<file path="src/rtl/ascon_seq_pkg.sv">
// Shared types and constants for the ASCON host sequencer: FSM state
// encoding, the core opcode values the sequencer must recognise, and
// the opcode classifier used by the fetch and wait logic.
package ascon_seq_pkg;

  // Opcode that terminates a program and parks the core command bus.
  localparam logic [5:0] HALT_OP = 6'h3f;

  // Core command opcodes (same encodings as the core's opcode table).
  localparam logic [5:0] ASCON_KEY_LOAD           = 6'h01;
  localparam logic [5:0] ASCON_NONCE_LOAD         = 6'h02;
  localparam logic [5:0] ASCON_INIT               = 6'h03;
  localparam logic [5:0] ASCON_ENCRYPT            = 6'h04;
  localparam logic [5:0] ASCON_DECRYPT            = 6'h05;
  localparam logic [5:0] ASCON_DATA_FIFO_PUSH     = 6'h10;
  localparam logic [5:0] ASCON_TXT_FIFO_PUSH      = 6'h11;
  localparam logic [5:0] ASCON_TEXT_OUT_FIFO_PULL = 6'h12;

  typedef enum logic [3:0] {
    S_BOOT   = 4'd0,
    S_IDLE   = 4'd1,
    S_FETCH  = 4'd2,
    S_BLK    = 4'd3,
    S_ISSUE  = 4'd4,
    S_SETTLE = 4'd5,
    S_WAIT   = 4'd6,
    S_OUT    = 4'd7,
    S_HALT   = 4'd8
  } seq_state_e;

  typedef enum logic [1:0] {
    OPC_PLAIN     = 2'd0,
    OPC_DATA_PUSH = 2'd1,
    OPC_TXT_PUSH  = 2'd2,
    OPC_OUT_PULL  = 2'd3
  } op_class_e;

  // Pushes need a block from the input stream, pulls return a result;
  // everything else is a plain command.
  function automatic op_class_e classify_op(input logic [5:0] op);
    op_class_e cls;
    case (op)
      ASCON_DATA_FIFO_PUSH:     cls = OPC_DATA_PUSH;
      ASCON_TXT_FIFO_PUSH:      cls = OPC_TXT_PUSH;
      ASCON_TEXT_OUT_FIFO_PULL: cls = OPC_OUT_PULL;
      default:                  cls = OPC_PLAIN;
    endcase
    return cls;
  endfunction

endpackage

</file>
<file path="src/rtl/ascon_seq_imem.sv">
// Instruction memory for the ASCON host sequencer: synchronous write,
// asynchronous read, DEPTH x 6-bit opcodes. The array has no reset so a
// loaded program survives a sequencer reset.
module ascon_seq_imem #(
  parameter int DEPTH = 32,
  parameter int AW    = $clog2(DEPTH)
) (
  input  logic          clk,
  input  logic          we,
  input  logic [AW-1:0] waddr,
  input  logic [5:0]    wdata,
  input  logic [AW-1:0] raddr,
  output logic [5:0]    rdata
);

  logic [5:0] mem_r [DEPTH];

  // Store one opcode per write strobe.
  always_ff @(posedge clk) begin
    if (we) begin
      mem_r[waddr] <= wdata;
    end
  end

  assign rdata = mem_r[raddr];

endmodule

</file>
<file path="src/rtl/ascon_host_sequencer.sv">
// Hardware initiator for the ASCON core command interface. Runs a small
// opcode program from local memory, feeds push blocks from an input
// stream, waits on the core ready flag and returns pulled output blocks
// on a result stream. All outputs come straight from registers.
module ascon_host_sequencer
  import ascon_seq_pkg::*;
#(
  parameter int WIDTH      = 128,
  parameter int PROG_DEPTH = 32,
  parameter int TIMEOUT    = 4096
) (
  input  logic                          clk,
  input  logic                          rstn,
  input  logic                          prog_we,
  input  logic [$clog2(PROG_DEPTH)-1:0] prog_addr,
  input  logic [5:0]                    prog_data,
  input  logic                          start,
  input  logic                          fast_mode,
  input  logic                          blk_valid,
  output logic                          blk_ready,
  input  logic [WIDTH-1:0]              blk_data,
  output logic                          res_valid,
  input  logic                          res_ready,
  output logic [WIDTH-1:0]              res_data,
  output logic                          busy,
  output logic                          done,
  output logic                          error,
  output logic [5:0]                    instruction,
  output logic [WIDTH-1:0]              data_block,
  output logic [WIDTH-1:0]              txt_block,
  output logic                          data_blk_en,
  output logic                          txt_blk_en,
  output logic                          compact_fast,
  input  logic [10:0]                   status_reg,
  input  logic [WIDTH-1:0]              ascon_out
);

  localparam int AW  = $clog2(PROG_DEPTH);
  localparam int PCW = AW + 1;
  localparam int TW  = $clog2(TIMEOUT + 1);
  localparam logic [PCW-1:0] PC_END     = PCW'(PROG_DEPTH);
  localparam logic [TW-1:0]  TIMER_LAST = TW'(TIMEOUT - 1);

  seq_state_e       state_r, state_s;
  logic [PCW-1:0]   pc_r, pc_s;
  logic [TW-1:0]    timer_r, timer_s;
  logic [5:0]       op_r, op_s;
  logic             fast_r, fast_s;
  logic             error_r, error_s;
  logic [5:0]       instruction_r, instruction_s;
  logic [WIDTH-1:0] data_block_r, data_block_s;
  logic [WIDTH-1:0] txt_block_r, txt_block_s;
  logic             data_blk_en_r, data_blk_en_s;
  logic             txt_blk_en_r, txt_blk_en_s;
  logic             blk_ready_r, blk_ready_s;
  logic             res_valid_r, res_valid_s;
  logic [WIDTH-1:0] res_data_r, res_data_s;
  logic             busy_r, busy_s;
  logic             done_r, done_s;

  logic             mem_we_s;
  logic [5:0]       mem_op_s;
  op_class_e        fetch_cls_s;
  op_class_e        op_cls_s;
  logic             core_ready_s;
  logic             unused_status_s;

  // The program may only change while no program is running.
  assign mem_we_s = prog_we && ((state_r == S_IDLE) || (state_r == S_BOOT));

  ascon_seq_imem #(
    .DEPTH (PROG_DEPTH),
    .AW    (AW)
  ) u_imem (
    .clk   (clk),
    .we    (mem_we_s),
    .waddr (prog_addr),
    .wdata (prog_data),
    .raddr (pc_r[AW-1:0]),
    .rdata (mem_op_s)
  );

  assign fetch_cls_s     = classify_op(mem_op_s);
  assign op_cls_s        = classify_op(op_r);
  assign core_ready_s    = status_reg[0];
  assign unused_status_s = ^status_reg[10:1];

  // Next-state and next-output decode; every register holds by default
  // and the load strobes and done fall back to zero.
  always_comb begin
    state_s       = state_r;
    pc_s          = pc_r;
    timer_s       = timer_r;
    op_s          = op_r;
    fast_s        = fast_r;
    error_s       = error_r;
    instruction_s = instruction_r;
    data_block_s  = data_block_r;
    txt_block_s   = txt_block_r;
    data_blk_en_s = 1'b0;
    txt_blk_en_s  = 1'b0;
    res_valid_s   = res_valid_r;
    res_data_s    = res_data_r;
    done_s        = 1'b0;

    case (state_r)
      S_BOOT: begin
        if (core_ready_s) begin
          state_s = S_IDLE;
        end else begin
          state_s = S_BOOT;
        end
      end

      S_IDLE: begin
        if (start) begin
          pc_s    = '0;
          fast_s  = fast_mode;
          error_s = 1'b0;
          state_s = S_FETCH;
        end else begin
          state_s = S_IDLE;
        end
      end

      S_FETCH: begin
        if ((pc_r == PC_END) || (mem_op_s == HALT_OP)) begin
          state_s = S_HALT;
        end else begin
          op_s = mem_op_s;
          if ((fetch_cls_s == OPC_DATA_PUSH) || (fetch_cls_s == OPC_TXT_PUSH)) begin
            state_s = S_BLK;
          end else begin
            state_s = S_ISSUE;
          end
        end
      end

      S_BLK: begin
        if (blk_valid && blk_ready_r) begin
          instruction_s = op_r;
          if (op_cls_s == OPC_DATA_PUSH) begin
            data_block_s  = blk_data;
            data_blk_en_s = 1'b1;
          end else begin
            txt_block_s  = blk_data;
            txt_blk_en_s = 1'b1;
          end
          state_s = S_SETTLE;
        end else begin
          state_s = S_BLK;
        end
      end

      S_ISSUE: begin
        instruction_s = op_r;
        state_s       = S_SETTLE;
      end

      // The core drops ready one cycle after a command, so the flag is
      // not trusted in this cycle.
      S_SETTLE: begin
        timer_s = '0;
        state_s = S_WAIT;
      end

      S_WAIT: begin
        if (core_ready_s) begin
          if (op_cls_s == OPC_OUT_PULL) begin
            res_data_s  = ascon_out;
            res_valid_s = 1'b1;
            state_s     = S_OUT;
          end else begin
            pc_s    = pc_r + PCW'(1);
            state_s = S_FETCH;
          end
        end else if (timer_r == TIMER_LAST) begin
          error_s       = 1'b1;
          instruction_s = HALT_OP;
          state_s       = S_HALT;
        end else begin
          timer_s = timer_r + TW'(1);
          state_s = S_WAIT;
        end
      end

      // No skid buffer: the program stalls until the result is taken.
      S_OUT: begin
        if (res_ready) begin
          res_valid_s = 1'b0;
          pc_s        = pc_r + PCW'(1);
          state_s     = S_FETCH;
        end else begin
          state_s = S_OUT;
        end
      end

      S_HALT: begin
        instruction_s = HALT_OP;
        done_s        = ~error_r;
        state_s       = S_IDLE;
      end

      default: begin
        state_s = S_BOOT;
      end
    endcase

    blk_ready_s = (state_s == S_BLK);
    busy_s      = (state_s != S_BOOT) && (state_s != S_IDLE);
  end

  // State and output registers; reset parks the core command bus on HALT.
  always_ff @(posedge clk or negedge rstn) begin
    if (!rstn) begin
      state_r       <= S_BOOT;
      pc_r          <= '0;
      timer_r       <= '0;
      op_r          <= HALT_OP;
      fast_r        <= 1'b0;
      error_r       <= 1'b0;
      instruction_r <= HALT_OP;
      data_block_r  <= '0;
      txt_block_r   <= '0;
      data_blk_en_r <= 1'b0;
      txt_blk_en_r  <= 1'b0;
      blk_ready_r   <= 1'b0;
      res_valid_r   <= 1'b0;
      res_data_r    <= '0;
      busy_r        <= 1'b0;
      done_r        <= 1'b0;
    end else begin
      state_r       <= state_s;
      pc_r          <= pc_s;
      timer_r       <= timer_s;
      op_r          <= op_s;
      fast_r        <= fast_s;
      error_r       <= error_s;
      instruction_r <= instruction_s;
      data_block_r  <= data_block_s;
      txt_block_r   <= txt_block_s;
      data_blk_en_r <= data_blk_en_s;
      txt_blk_en_r  <= txt_blk_en_s;
      blk_ready_r   <= blk_ready_s;
      res_valid_r   <= res_valid_s;
      res_data_r    <= res_data_s;
      busy_r        <= busy_s;
      done_r        <= done_s;
    end
  end

  assign blk_ready    = blk_ready_r;
  assign res_valid    = res_valid_r;
  assign res_data     = res_data_r;
  assign busy         = busy_r;
  assign done         = done_r;
  assign error        = error_r;
  assign instruction  = instruction_r;
  assign data_block   = data_block_r;
  assign txt_block    = txt_block_r;
  assign data_blk_en  = data_blk_en_r;
  assign txt_blk_en   = txt_blk_en_r;
  assign compact_fast = fast_r;

endmodule

</file>
<file path="config.mk">
export PLATFORM = sky130hd
export DESIGN_NAME = ascon_host_sequencer
export DESIGN_NICKNAME = d
export VERILOG_FILES = /design/src/rtl/ascon_seq_pkg.sv /design/src/rtl/ascon_seq_imem.sv /design/src/rtl/ascon_host_sequencer.sv
export SDC_FILE = /design/constraint.sdc
export NUM_CORES = 1
export LEC_CHECK = 0
export ABC_AREA = 1
export CAP_MARGIN = 30
export CORE_AREA = 4 4 262 264
export DETAILED_ROUTE_END_ITERATION = 8
export DIE_AREA = 0 0 266 268
export GPL_TIMING_DRIVEN = 0
export PLACE_DENSITY = 0.65
export SYNTH_ARGS = -nofsm -noshare
export SYNTH_HDL_FRONTEND = slang
export SYNTH_HIERARCHICAL = 1
export SYNTH_SLANG_ARGS = --single-unit
</file>
<file path="constraint.sdc">
create_clock -name clk -period 2.5 [get_ports clk]
set_input_delay 0.375 -clock clk [delete_from_list [all_inputs] [get_ports clk]]
set_output_delay 0.375 -clock clk [all_outputs]
set_load 0.05 [all_outputs]
</file>
# Word-level counts from Yosys, hierarchy flattened
# Memories as Yosys holds them, arrays and structs flattened.
# Cells that the tools add are included.
# totals
ff_bits,427
latch_bits,0
ramBits,192
mem_bits_ro,0
inputBits,285
output_inout_bits,398
memories,1
# op_classes
n_addsub,2
n_mul,0
div_mod_pow,0
n_lt_le_gt_ge,0
eq_ne,32
shift,0
n_mux,41
bitwise,3
n_reduce_logical,23
# mem_list
name,words,word_bits,rd,rd_ports_with_merged_regs,write_ports,line_no,source
u_imem.mem_r,32,6,1,0,1,ascon_seq_imem.sv:16,logic [5:0] mem_r [DEPTH];
# ops
operator,n
$mux 6,7
$eq 6x5->1 const B,6
$pmux 4 s9,1
$mux 13,2
$pmux 13 s2,1
$pmux 6 s4,1
$ne 2x2->1 const B,9
$pmux 6 s3,1
$eq 4x3->1 const B,4
$mux 1,16
$add 13x1->13 const B,1
$eq 13x12->1 const B,1
$eq 4x2->1 const B,3
$eq 6x6->1 const B,2
$mux 3,4
$mux 4,3
$pmux 2 s3,2
$reduce_and 3->1,4
$reduce_and 4->1,3
$reduce_bool 4->1,2
$add 6x1->6 const B,1
$reduce_bool 2->1,3
$reduce_and 5->1,1
$eq 2x1->1 const B,2
other kinds (12),21

# Longest topological paths before layout
# Gate-level depths: netlist of run 1.
# An unclocked memory read counts as a cell.
# logic_depth
ltp_word,10
mapped_depth,21
ltp_nobuf,18

# Hierarchy
# The synthesis of run 1 kept the hierarchy.
# by_module_without_submodules
mod,n_inst,cells_per_inst,area_each_um2,seq_area_each_um2
ascon_host_sequencer,1,1836,17023.8,10700.3
ascon_seq_imem,1,698,7957.6,5765.5

# Worst setup path before layout of run 1
# Ideal clock, no wire load.
# synth_timing
path_kind,register to register
startpoint,reg pc_r[0]
endpoint,reg op_r[1]
setup_time_ns,0.079
t_arrival_ns,2.001
required_time_ns,2.421
setup_slack_ns,0.421
path_stages_with_launch,20
n_path_buf,4
period_less_slack_ns,2.079
cell_sequence,dfrtp_1 buf_4 inv_4 buf_8 buf_8 nand2_1 nand3_1 nand3_1 nand2_1 nand2_1 nand2_1 nand2_1 nand2_1 nand2_1 nor2_1 nand2_1 nand3_1 clkbuf_1 nand2_1 o21ai_0
# synth_between
elab_chain_cells,5
word_cells_on_any_way,6
cone_classes,eq/ne: 2; bitwise: 1; reduce/logical: 2; memory: 1
# synth_rtl
element,line_no,source
from (decl),ascon_host_sequencer.sv:45,"logic [PCW-1:0] pc_r, pc_s;"
from (signal assigned),ascon_host_sequencer.sv:234,pc_r <= pc_s;
$mem_v2 32x6,-,
net mem_op_s[4],ascon_host_sequencer.sv:62,logic [5:0] mem_op_s;
$eq 6x6->1,ascon_host_sequencer.sv:127,if ((pc_r == PC_END) || (mem_op_s == HALT_OP)) begin
$logic_or 1x1->1,ascon_host_sequencer.sv:127,
$not 1->1 (no source line),-,
$reduce_and 2->1 (no source line),-,
to (signal assigned),ascon_host_sequencer.sv:236,op_r <= op_s;
to (decl),ascon_host_sequencer.sv:47,"logic [5:0] op_r, op_s;"
# The timed path passes the listed nets, and every way through them passes these cells.
# A chain may end at the register's enable or synchronous reset.

# Final worst setup path of run 1
# layout_timing
startpoint,reg instruction_r[1] (netlist: instruction[1])
endpoint,out instruction[1]
# layout_lines
element,line_no,source
from (decl),ascon_host_sequencer.sv:50,"logic [5:0] instruction_r, instruction_s;"
from (signal assigned),ascon_host_sequencer.sv:239,instruction_r <= instruction_s;
to (decl),ascon_host_sequencer.sv:28,"output logic [5:0] instruction,"
# No word-level cell between the ends.

==> results.yml, run 1 <==
timing:
  skew_ns: 0.01691
  rsz0062_at_grt: "yes"
  fin_hold_ws_ns: -0.2091
  hold_viol_final: 79
  fin_ws_ns: 0.07467
  layout_min_cycle_time_ns: 2.425
  fin_tns_setup_ns: 0
  slew_headroom_pct: 38.53
  max_freq_mhz: 412.3
  worstMarginPinSlew_ns: 0.9220
  min_period_over_period_pct: 97.01
  report.final.slew_viol_count: 0
  finalSetupViolCount: 0
clock_network:
  cts_sinks: 619
  cts_buffers: 69
  tritoncts: "yes"
  htreeDepth: 3
  clk_latency_ns: 0.60
  cts-root-buf: "clkbuf_16"
  clk_pin_slew_ns: 0.06
  clk_path_buf_depth: 3
global_route:
  grt_pass1_vias: 20131
  grt_overflow: 0
  grt_max_degree: 120
  grt_util_all_layers_pct: 28.37
  grt_pass1_wl_um: 145300
  antenna_found_initial: 9
worst_setup_path:
  worstPathRequired_ns: 2.12
  path_delay_family: "buffers and inverters"
  cp_slowest_stage_delay_ns: 0.93
  worstSetupStartpointType: "flop"
  crit_type: "flop to primary output"
  crit_path_end_kind: "primary output"
  worst-path-max-fanout: 2
  path_cells: "clkdlybuf4s50_1"
  worst_ep_arrival_time_ns: 2.05
  reg2reg_from: "pc_r[0]"
  cp_slowest_cell: "clkdlybuf4s50_1"
  cp_num_buf_inv: 1
  cp-startpoint: "instruction[1]"
min_path:
  hp-class: "primary input to asynchronous set/reset pin"
die:
  fp.dieH_um: 268
  die_width_um: 266
  start_util_pct: 37.53
  die_area_um2: 71290
  core-area_um2: 66560
  io_pins: 683
  rows: 95
outcome:
  status: "finished, violations left"
  violations: "negative hold slack"
route:
  wirelength_um: 105600
  drc: 0
  dr.pass1.iters: 5
  vias: 20963
  wl_per_cell_um: 24.99
  vias_per_cell: 4.960
  drtIter0Drc: 2142
  ant_nets: 0
final_layout:
  fin_nets: 3582
  drive_above_1_share_pct: 10.80
  area_growth_pct: 43.35
  fin_area_um2: 35810
  fin_util_pct: 53.80
synthesis:
  ys_ff_latch: 619
  syn-cell-area_um2: 24980
  synth_nets: 2822
  netlist_instances: 2534
  synth.distinct_cells: 32
  seq_area_frac_synth_pct: 65.91
  avgSynthCellArea_um2: 9.859
  yosysWarnings: 6
pwr:
  comb_power_share_pct: 38.5
  vdd_drop_max_mv: 0.4794
  leakagePower_nw: 16.04
  p_total_mw: 37.48
  power_switching_mw: 15.16
  p_sw_share_pct: 40.44
  p_seq_share_pct: 34.4
  p_clk_share_pct: 27.1
  cellPowerDensity_nw_per_um2: 1047
  p_int_mw: 22.32
place:
  pre_cts_ws_ns: -0.5156
  dp_hpwl_um: 83100
  dpl_cell_area_um2: 33050
  gp_congestion: 0.9416
  port_buffers: 672
run:
  max_cap_viol_count: 0
layout make-up:
cell class	count	area [um2]
inverters	179	679.4
clock buffers	100	1996
plain buffers	141	1035
flip-flops and latches	619	16470
multi-input cells	1595	7157
diodes	9	22.52
repair buffers	689	7122
well taps	873	1092
fillers	6004	30750
clock inverters	21	240.2
per-stage QoR:
stage / hold WS (ns) / cells
final: -0.2091 / 4226
after global placement: 0.4529 / 4079
after CTS: -0.1781 / 4209
after detailed placement: 0.4571 / 4088
after floorplan: 0.07941 / 2534
after global routing: -0.1513 / 4222
power by group through the flow:
stage / Clock [mW] / Sequential [mW] / Combinational (mW)
after floorplan: 0 / 17.5 / 3.25
after detailed placement: 0 / 13.0 / 13.9
after global routing: 10.7 / 13.0 / 15.2
final: 10.2 / 12.9 / 14.4
after global placement: 0 / 13.0 / 13.8
after CTS: 10.3 / 12.9 / 14.0
what timing repair did:
| action | in CTS | in global routing |
|---|---|---|
| gates resized for setup | 33 | 92 |
| setup endpoints to repair | 205 | 203 |
| buffers inserted | 0 | 3 |
| hold endpoints to repair | 79 | 79 |
| pin swaps | 0 | 15 |
| cloned | 0 | 5 |
sequential cells by signal, summed over array words and instances, names as in the netlist, 4 cells and up:
| name | cells |
|---|---|
| txt_block | 128 |
| data_block | 128 |
| state_r | 4 |
| pc_r | 6 |
| timer_r | 13 |
| u_imem/mem_r | 192 |
| op_r | 6 |
| instruction | 6 |
| res_data | 128 |
final timing paths:
kind                            slack [ns]             end  cells past startpoint
worst max-delay path                  0.07  instruction[1]                      1
worst min-delay path                 -0.21    res_data[20]                      1
worst max register to register        0.13       blk_ready                     16
worst min register to register        0.47    res_data[59]                      2
max in group asynchronous             0.57  txt_block[118]                      4
min in group clk                      0.32    compact_fast                      3
kinds of logic after synthesis:
logic type | count (synthesis) | synth area share, %
AND/OR/NAND/NOR | 1296 | 21.36
flip-flops | 619 | 65.91
buffers and inverters | 320 | 6.376
AO/OA/AOI/OAI | 284 | 5.780
XOR/XNOR | 12 | 0.4207
adder cells (fa/ha/maj) | 3 | 0.1503
cell usage in the layout (no fill, tap or decap), drive strengths merged:
master	synthesis	routed
ha	3	3
clkdlybuf4s50	0	667
nor3	4	4
o21ai	280	280
clkbuf	18	129
clkinvlp	0	1
dlygate4sd2	0	4
buf	123	130
dfrtp	415	415
nand4	2	2
edfxtp	192	192
nand2	893	893
nand3b	2	2
xor2	10	10
xnor2	2	2
clkinv	0	13
dfstp	12	12
or2	1	1
inv	179	182
diode	0	9
bufinv	0	4
nor2	83	83
a21oi	4	4
nand3	311	311
Yosys cell counts:
library cell / n / share of area, %
nand2_1: 890 / 13
inv_1: 174 / 2.6
ha_1: 3 / 0.15
nor2_1: 77 / 1.2
nand4_1: 2 / 0.050
buf_1: 1 / 0.015
nand3_2: 4 / 0.16
o21ai_0: 116 / 2.3
nand2_2: 3 / 0.075
nor2_2: 4 / 0.10
buf_4: 40 / 1.2
dfrtp_1: 415 / 42
o21ai_2: 6 / 0.21
a21oi_1: 4 / 0.080
dfstp_2: 12 / 1.3
clkbuf_4: 1 / 0.030
nor3_2: 2 / 0.080
edfxtp_1: 192 / 23
nor2_4: 2 / 0.090
or2_2: 1 / 0.025
xnor2_1: 2 / 0.070
buf_6: 18 / 0.81
buf_8: 2 / 0.12
nor3_1: 2 / 0.040
xor2_1: 10 / 0.35
buf_2: 62 / 1.2
inv_2: 4 / 0.060
inv_4: 1 / 0.025
nand3_1: 307 / 6.2
nand3b_1: 2 / 0.060
o21ai_1: 158 / 3.2
clkbuf_1: 17 / 0.26
routing by layer:
layer / global-route usage, % / vias up / routed length [um]
li1: - / 9759 / -
met3: 14.10 / 170 / 14300
met4: 12.77 / 2 / 5251
met1: 35.83 / 10140 / 40910
met5: 0 / - / 12
met2: 41.20 / 892 / 45150
No activity file was read; power rests on OpenSTA's default activity.
==> inputs of run 2 (changes only) <==
--- a/config.mk
+++ b/config.mk
@@ -10,8 +10,8 @@
 export CORE_AREA = 4 4 262 264
 export DETAILED_ROUTE_END_ITERATION = 8
 export DIE_AREA = 0 0 266 268
-export GPL_TIMING_DRIVEN = 0
 export PLACE_DENSITY = 0.65
+export RECOVER_POWER = 100
 export SYNTH_ARGS = -nofsm -noshare
 export SYNTH_HDL_FRONTEND = slang
 export SYNTH_HIERARCHICAL = 1
==> run 2 against run 1 <==
  * The flow finishes with violations (max-capacitance violations, max-slew violations)
  * Sequential share of layout area increased by 0.91 points
  * Fmax increased by 2.4%
  * Critical path depth increased by 17
  * Clock skew increased by 0.0080 ns
  * Sequential power about the same
  * Cell area decreased by 1.9%
  * First-iteration DRC count decreased by 17%
  * Power decreased by 0.82%
  * Register-to-register slack about the same
  * Combinational power decreased by 7%
  * Clock power increased by 8%
  * Non-clock buffer count decreased by 42
  * Highest routed layer unchanged
==> results.yml, run 2 (synthesis gave the netlist of run 1 again) <==
final_layout:
  nFillCells: 6131
  area_growth_pct: 40.56
  fin_util_pct: 52.75
  stdcell_count: 4186
  final_cell_mix: "nand2_1 (880), dfrtp_1 (414), clkdlybuf4s50_1 (323), nand3_1 (297), dlygate4sd3_1 (291)"
  fin_nets: 3540
  regMostFlops: "u_imem/mem_r"
  seq_area_um2: 16470
  drive_above_1_share_pct: 7.748
  multi_input_area_um2: 7044
  largest_register_ff_count: 192
  mostFrequentLayoutCell: "nand2_1"
  fin_area_um2: 35110
place:
  pre_cts_ws_ns: 0.1494
  dp_hpwl_um: 75080
  gp_congestion: 0.8901
  port_buffers: 672
  dpl_cell_area_um2: 32810
  placedCellCount: 4041
worst_setup_path:
  crit_path_end_kind: "flop"
  crit_type: "flop to flop"
  worst-path-max-fanout: 16
  worstPathRequired_ns: 3.01
  worst_ep_arrival_time_ns: 2.88
  worstSetupStartpointType: "flop"
outcome:
  status: "finished, violations left"
  violations: "max-capacitance violations, max-slew violations"
timing:
  finalSetupViolCount: 0
  hold_viol_final: 0
  skew_ns: 0.02492
  report.final.slew_viol_count: 132
  fin_tns_setup_ns: 0
  min_period_over_period_pct: 94.77
  slew_headroom_pct: -15.70
  layout_min_cycle_time_ns: 2.369
  worstMarginPinSlew_ns: 1.736
  max_freq_mhz: 422.1
  fin_ws_ns: 0.1308
  fin_hold_ws_ns: 0.3237
route:
  drc: 0
  wl_per_cell_um: 23.68
  drtIter0Drc: 1776
  vias: 20636
  ant_nets: 0
  vias_per_cell: 4.930
  dr.pass1.iters: 6
  wirelength_um: 99110
die:
  die_width_um: 266
  io_pins: 683
  fp.dieH_um: 268
  rows: 95
  start_util_pct: 37.53
  core-area_um2: 66560
  die_area_um2: 71290
pwr:
  p_total_mw: 37.17
  cellPowerDensity_nw_per_um2: 1059
  leakagePower_nw: 16.73
  vdd_drop_max_mv: 0.5129
min_path:
  hp-class: "primary input to flop"
clock_network:
  cts_buffers: 69
  htreeDepth: 3
  clk_latency_ns: 0.60
  clk_pin_slew_ns: 0.06
  tritoncts: "yes"
  clk_path_buf_depth: 3
  cts-root-buf: "clkbuf_16"
  cts_sinks: 619
global_route:
  grt_overflow: 0
  antenna_found_initial: 12
  grt_pass1_wl_um: 135400
  grt_util_all_layers_pct: 26.34
  grt_pass1_vias: 19227
  grt_max_degree: 143
run:
  max_cap_viol_count: 4
[run 2: cell count changes in the layout (fill, tap and decap cells not counted), sizes merged]
cell | previous run | this run
clkbuf | 129 | 219
inv | 182 | 179
bufinv | 4 | 11
clkinv | 13 | 19
dlygate4sd3 | 0 | 291
buf | 130 | 48
clkdlybuf4s50 | 667 | 323
clkinvlp | 1 | 0
dlygate4sd2 | 4 | 0
[run 2: worst paths after layout]
path	start	endpoint	slack, ns	depth (start not counted)
worst max-delay path	pc_r[0]	blk_ready	0.13	18
worst min-delay path	ascon_out[119]	res_data[119]	0.32	3
worst max register to register	pc_r[0]	blk_ready	0.13	18
worst min register to register	res_data[40]	res_data[40]	0.46	2
max in group asynchronous	rstn	res_data[123]	0.33	3
min in group asynchronous	rstn	res_data[20]	0.61	2
[run 2: metal layers]
layer	routed length, um	track usage, %	up-vias	share of wire, %
li1	-	-	9682	-
met1	39300	33.14	9969	40
met2	42530	37.45	824	43
met3	12660	13.75	153	13
met4	4581	12.78	8	4.6
met5	45	0	-	0.045
[run 2: layout make-up]
type | instances | area share [%]
clock inverters | 30 | 1.293
multi-input cells | 1595 | 20.06
well taps | 873 | 3.111
inverters | 179 | 1.949
repair buffers | 788 | 20.96
clock buffers | 93 | 5.666
diodes | 9 | 0.06414
flip-flops and latches | 619 | 46.90
[run 2: what timing repair did]
action / in CTS / in global routing
hold buffers: 1 / 0
endpoints found under the setup margin: 0 / 9
endpoints found under the hold margin: 34 / 0
gates resized for setup: 0 / 36
setup buffers: 0 / 7
[run 2: worst max-delay path, stage by stage (launching register included)]
cell and delay, ns:
dfrtp_2 0.52, clkinv_8 0.08, buf_12 0.16, buf_12 0.15, nand2_1 0.06, nand3_1 0.10
nand3_1 0.11, nand2_1 0.06, nand2_1 0.06, nand2_1 0.07, nand2_1 0.07, nand2_2 0.08
inv_1 0.08, nand3_2 0.08, nor2_4 0.14, nand4_1 0.17, nand3_2 0.13, nand2_1 0.06
nor2_1 0.09
[run 2: power breakdown]
group | total (mW) | internal, mW | switching [mW]
Clock | 11.0 | 6.73 | 4.27
Combinational | 13.4 | 3.52 | 9.84
Sequential | 12.8 | 12.0 | 0.846
==> inputs of run 3 (changes only) <==
--- a/config.mk
+++ b/config.mk
@@ -6,11 +6,13 @@
 export NUM_CORES = 1
 export LEC_CHECK = 0
 export ABC_AREA = 1
+export ABC_CLOCK_PERIOD_IN_PS = 2500
 export CAP_MARGIN = 30
-export CORE_AREA = 4 4 262 264
+export CORE_AREA = 4 4 260 262
+export CTS_CLUSTER_SIZE = 24
 export DETAILED_ROUTE_END_ITERATION = 8
-export DIE_AREA = 0 0 266 268
-export PLACE_DENSITY = 0.65
+export DIE_AREA = 0 0 264 266
+export PLACE_DENSITY = 0.66
 export RECOVER_POWER = 100
 export SYNTH_ARGS = -nofsm -noshare
 export SYNTH_HDL_FRONTEND = slang
==> run 3 against run 2 <==
  * The run still ends with max-capacitance violations, max-slew violations left
  * Non-clock buffer count shrank 1
  * Critical path type unchanged
  * Register-to-register slack is essentially flat
  * Largest power group unchanged
  * Combinational power about the same
  * Cell count down 0.29%
  * Clock skew shrank 0.0067 ns
  * Fmax is 0.40% lower
  * Worst setup slack worse by 0.0094 ns
  * Sequential share of layout area is 0.22 points higher
  * Wire length is 0.43% higher
  * Power down 1.4%
  * Sequential cell count is the same
==> results.yml, run 3 (synthesis gave the netlist of run 1 again) <==
worst_setup_path:
  worstPathRequired_ns: 3.03
  worstSetupStartpointType: "flop"
  cp_num_buf_inv: 4
  worst-path-max-fanout: 5
  cp_slowest_cell: "dfrtp_2"
  path_delay_family: "simple AND/OR/NAND/NOR gates"
  reg2reg_from: "pc_r[0]"
  path_cells: "clkbuf_16, buf_4, buf_4, nand2_1, nand3_1, nand3_2, nand2_1, nand2_1, nand2_2, nand2_1, nand2_2, inv_1, nand3_2, nor2_2, nand4_1, nand3_2, nand2_1, nor2_1"
  crit_path_end_kind: "flop"
  reg2regPathDepth: 18
  worst_ep_arrival_time_ns: 2.91
  cpMostUsedCell: "nand2_1"
  r2r_slack_ns: 0.12
  crit_type: "flop to flop"
  r2r_end: "blk_ready"
  cp_slowest_stage_delay_ns: 0.50
global_route:
  grt_overflow: 0
  grt_util_all_layers_pct: 27.02
  antenna_found_initial: 4
  grt_max_degree: 171
  grt_pass1_vias: 19358
  grt_pass1_wl_um: 138600
route:
  dr.pass1.iters: 6
  drc: 0
  wirelength_um: 99540
  wl_per_cell_um: 23.85
  drtIter0Drc: 2048
  vias: 20714
  ant_nets: 0
  vias_per_cell: 4.963
final_layout:
  drive_above_1_share_pct: 8.260
  fin_nets: 3540
  multi_input_area_um2: 7034
  regMostFlops: "u_imem/mem_r"
  area_growth_pct: 39.91
  nFillCells: 5917
  largest_register_ff_count: 192
  seq_area_um2: 16470
  mostFrequentLayoutCell: "nand2_1"
  final_cell_mix: "nand2_1 (878), dfrtp_1 (414), dlygate4sd3_1 (307), clkdlybuf4s50_1 (303), nand3_1 (295)"
timing:
  max_freq_mhz: 420.4
  skew_ns: 0.01825
  finalSetupViolCount: 0
  fin_tns_setup_ns: 0
  layout_min_cycle_time_ns: 2.379
  min_period_over_period_pct: 95.15
  slew_headroom_pct: -16.05
  fin_ws_ns: 0.1213
  hold_viol_final: 0
  fin_hold_ws_ns: 0.2843
  worstMarginPinSlew_ns: 1.741
  report.final.slew_viol_count: 132
clock_network:
  cts_sinks: 619
  clk_path_buf_depth: 3
  tritoncts: "yes"
  clk_latency_ns: 0.61
  clk_pin_slew_ns: 0.06
  cts-root-buf: "clkbuf_16"
  cts_buffers: 70
  htreeDepth: 3
place:
  dp_hpwl_um: 74630
  gp_congestion: 0.9111
  port_buffers: 672
  pre_cts_ws_ns: 0.1181
pwr:
  vdd_drop_max_mv: 0.4513
  leakagePower_nw: 16.82
  cellPowerDensity_nw_per_um2: 1048
die:
  die_area_um2: 70220
  start_util_pct: 38.20
  die_width_um: 264
  io_pins: 683
  core-area_um2: 65390
  fp.dieH_um: 266
  rows: 94
outcome:
  status: "finished, violations left"
  violations: "max-capacitance violations, max-slew violations"
min_path:
  hp-class: "primary input to asynchronous set/reset pin"
run:
  max_cap_viol_count: 4
==> run 3: cell count changes in the layout (fill, tap and decap cells not counted), moves of 4 or more <==
cell	delta
dlygate4sd3_1	+16
diode_2	-4
clkinv_1	-4
o21ai_1	+5
bufinv_16	-8
nor2_1	+4
clkdlybuf4s50_1	-20
clkbuf_2	+18
clkbuf_1	-11
==> run 3: what timing repair did <==
item,4_1_cts,5_1_grt
setup buffers,0,11
hold endpoints to repair,53,0
gates resized for setup,0,41
setup endpoints to repair,0,10
hold buffers,1,0
==> run 3: layer usage <==
layer / global-route usage [%] / vias up / routed length (um)
met2: 40.81 / 906 / 43680
li1: - / 9663 / -
met5: 0 / - / 0
met3: 13.00 / 166 / 12640
met1: 34.40 / 9979 / 39150
met4: 8.938 / 0 / 4067
==> run 3: through the flow <==
step	util (%)	area (um2)	instances	total power, mW
2_1_floorplan	-	24980	2534	20.79
3_3_place_gp	50.10	32760	4024	26.62
3_5_place_dp	50.10	32760	4024	26.72
4_1_cts	53.61	35060	4150	37.05
5_1_grt	53.45	34950	4173	38.25
6_report	53.45	34950	4174	36.64
==> run 3: how the worst max path moves through the flow <==
stage	cells past startpoint	startpoint	end
5_1_grt	18	pc_r[0]	blk_ready
2_1_floorplan	19	pc_r[0]	op_r[1]
6_report	18	pc_r[0]	blk_ready
3_5_place_dp	17	pc_r[0]	busy
4_1_cts	17	pc_r[0]	busy
3_3_place_gp	17	pc_r[0]	busy
==> run 3: report_power, final <==
group / total (mW) / switching (mW) / internal [mW]
Sequential: 12.8 / 0.813 / 12.0
Clock: 10.2 / 4.23 / 6.01
Combinational: 13.6 / 10.0 / 3.61
Total: 36.6 / 15.0 / 21.6
==> run 3: area by class of cell <==
type                       count  area share [%]
antenna                        5         0.03580
clock buffer                 101           5.810
clock inverter                24          0.7374
inverter                     179           1.944
multi-input combinational   1595           20.13
sequential                   619           47.11
tap                          864           3.093
timing repair buffer         787           21.14
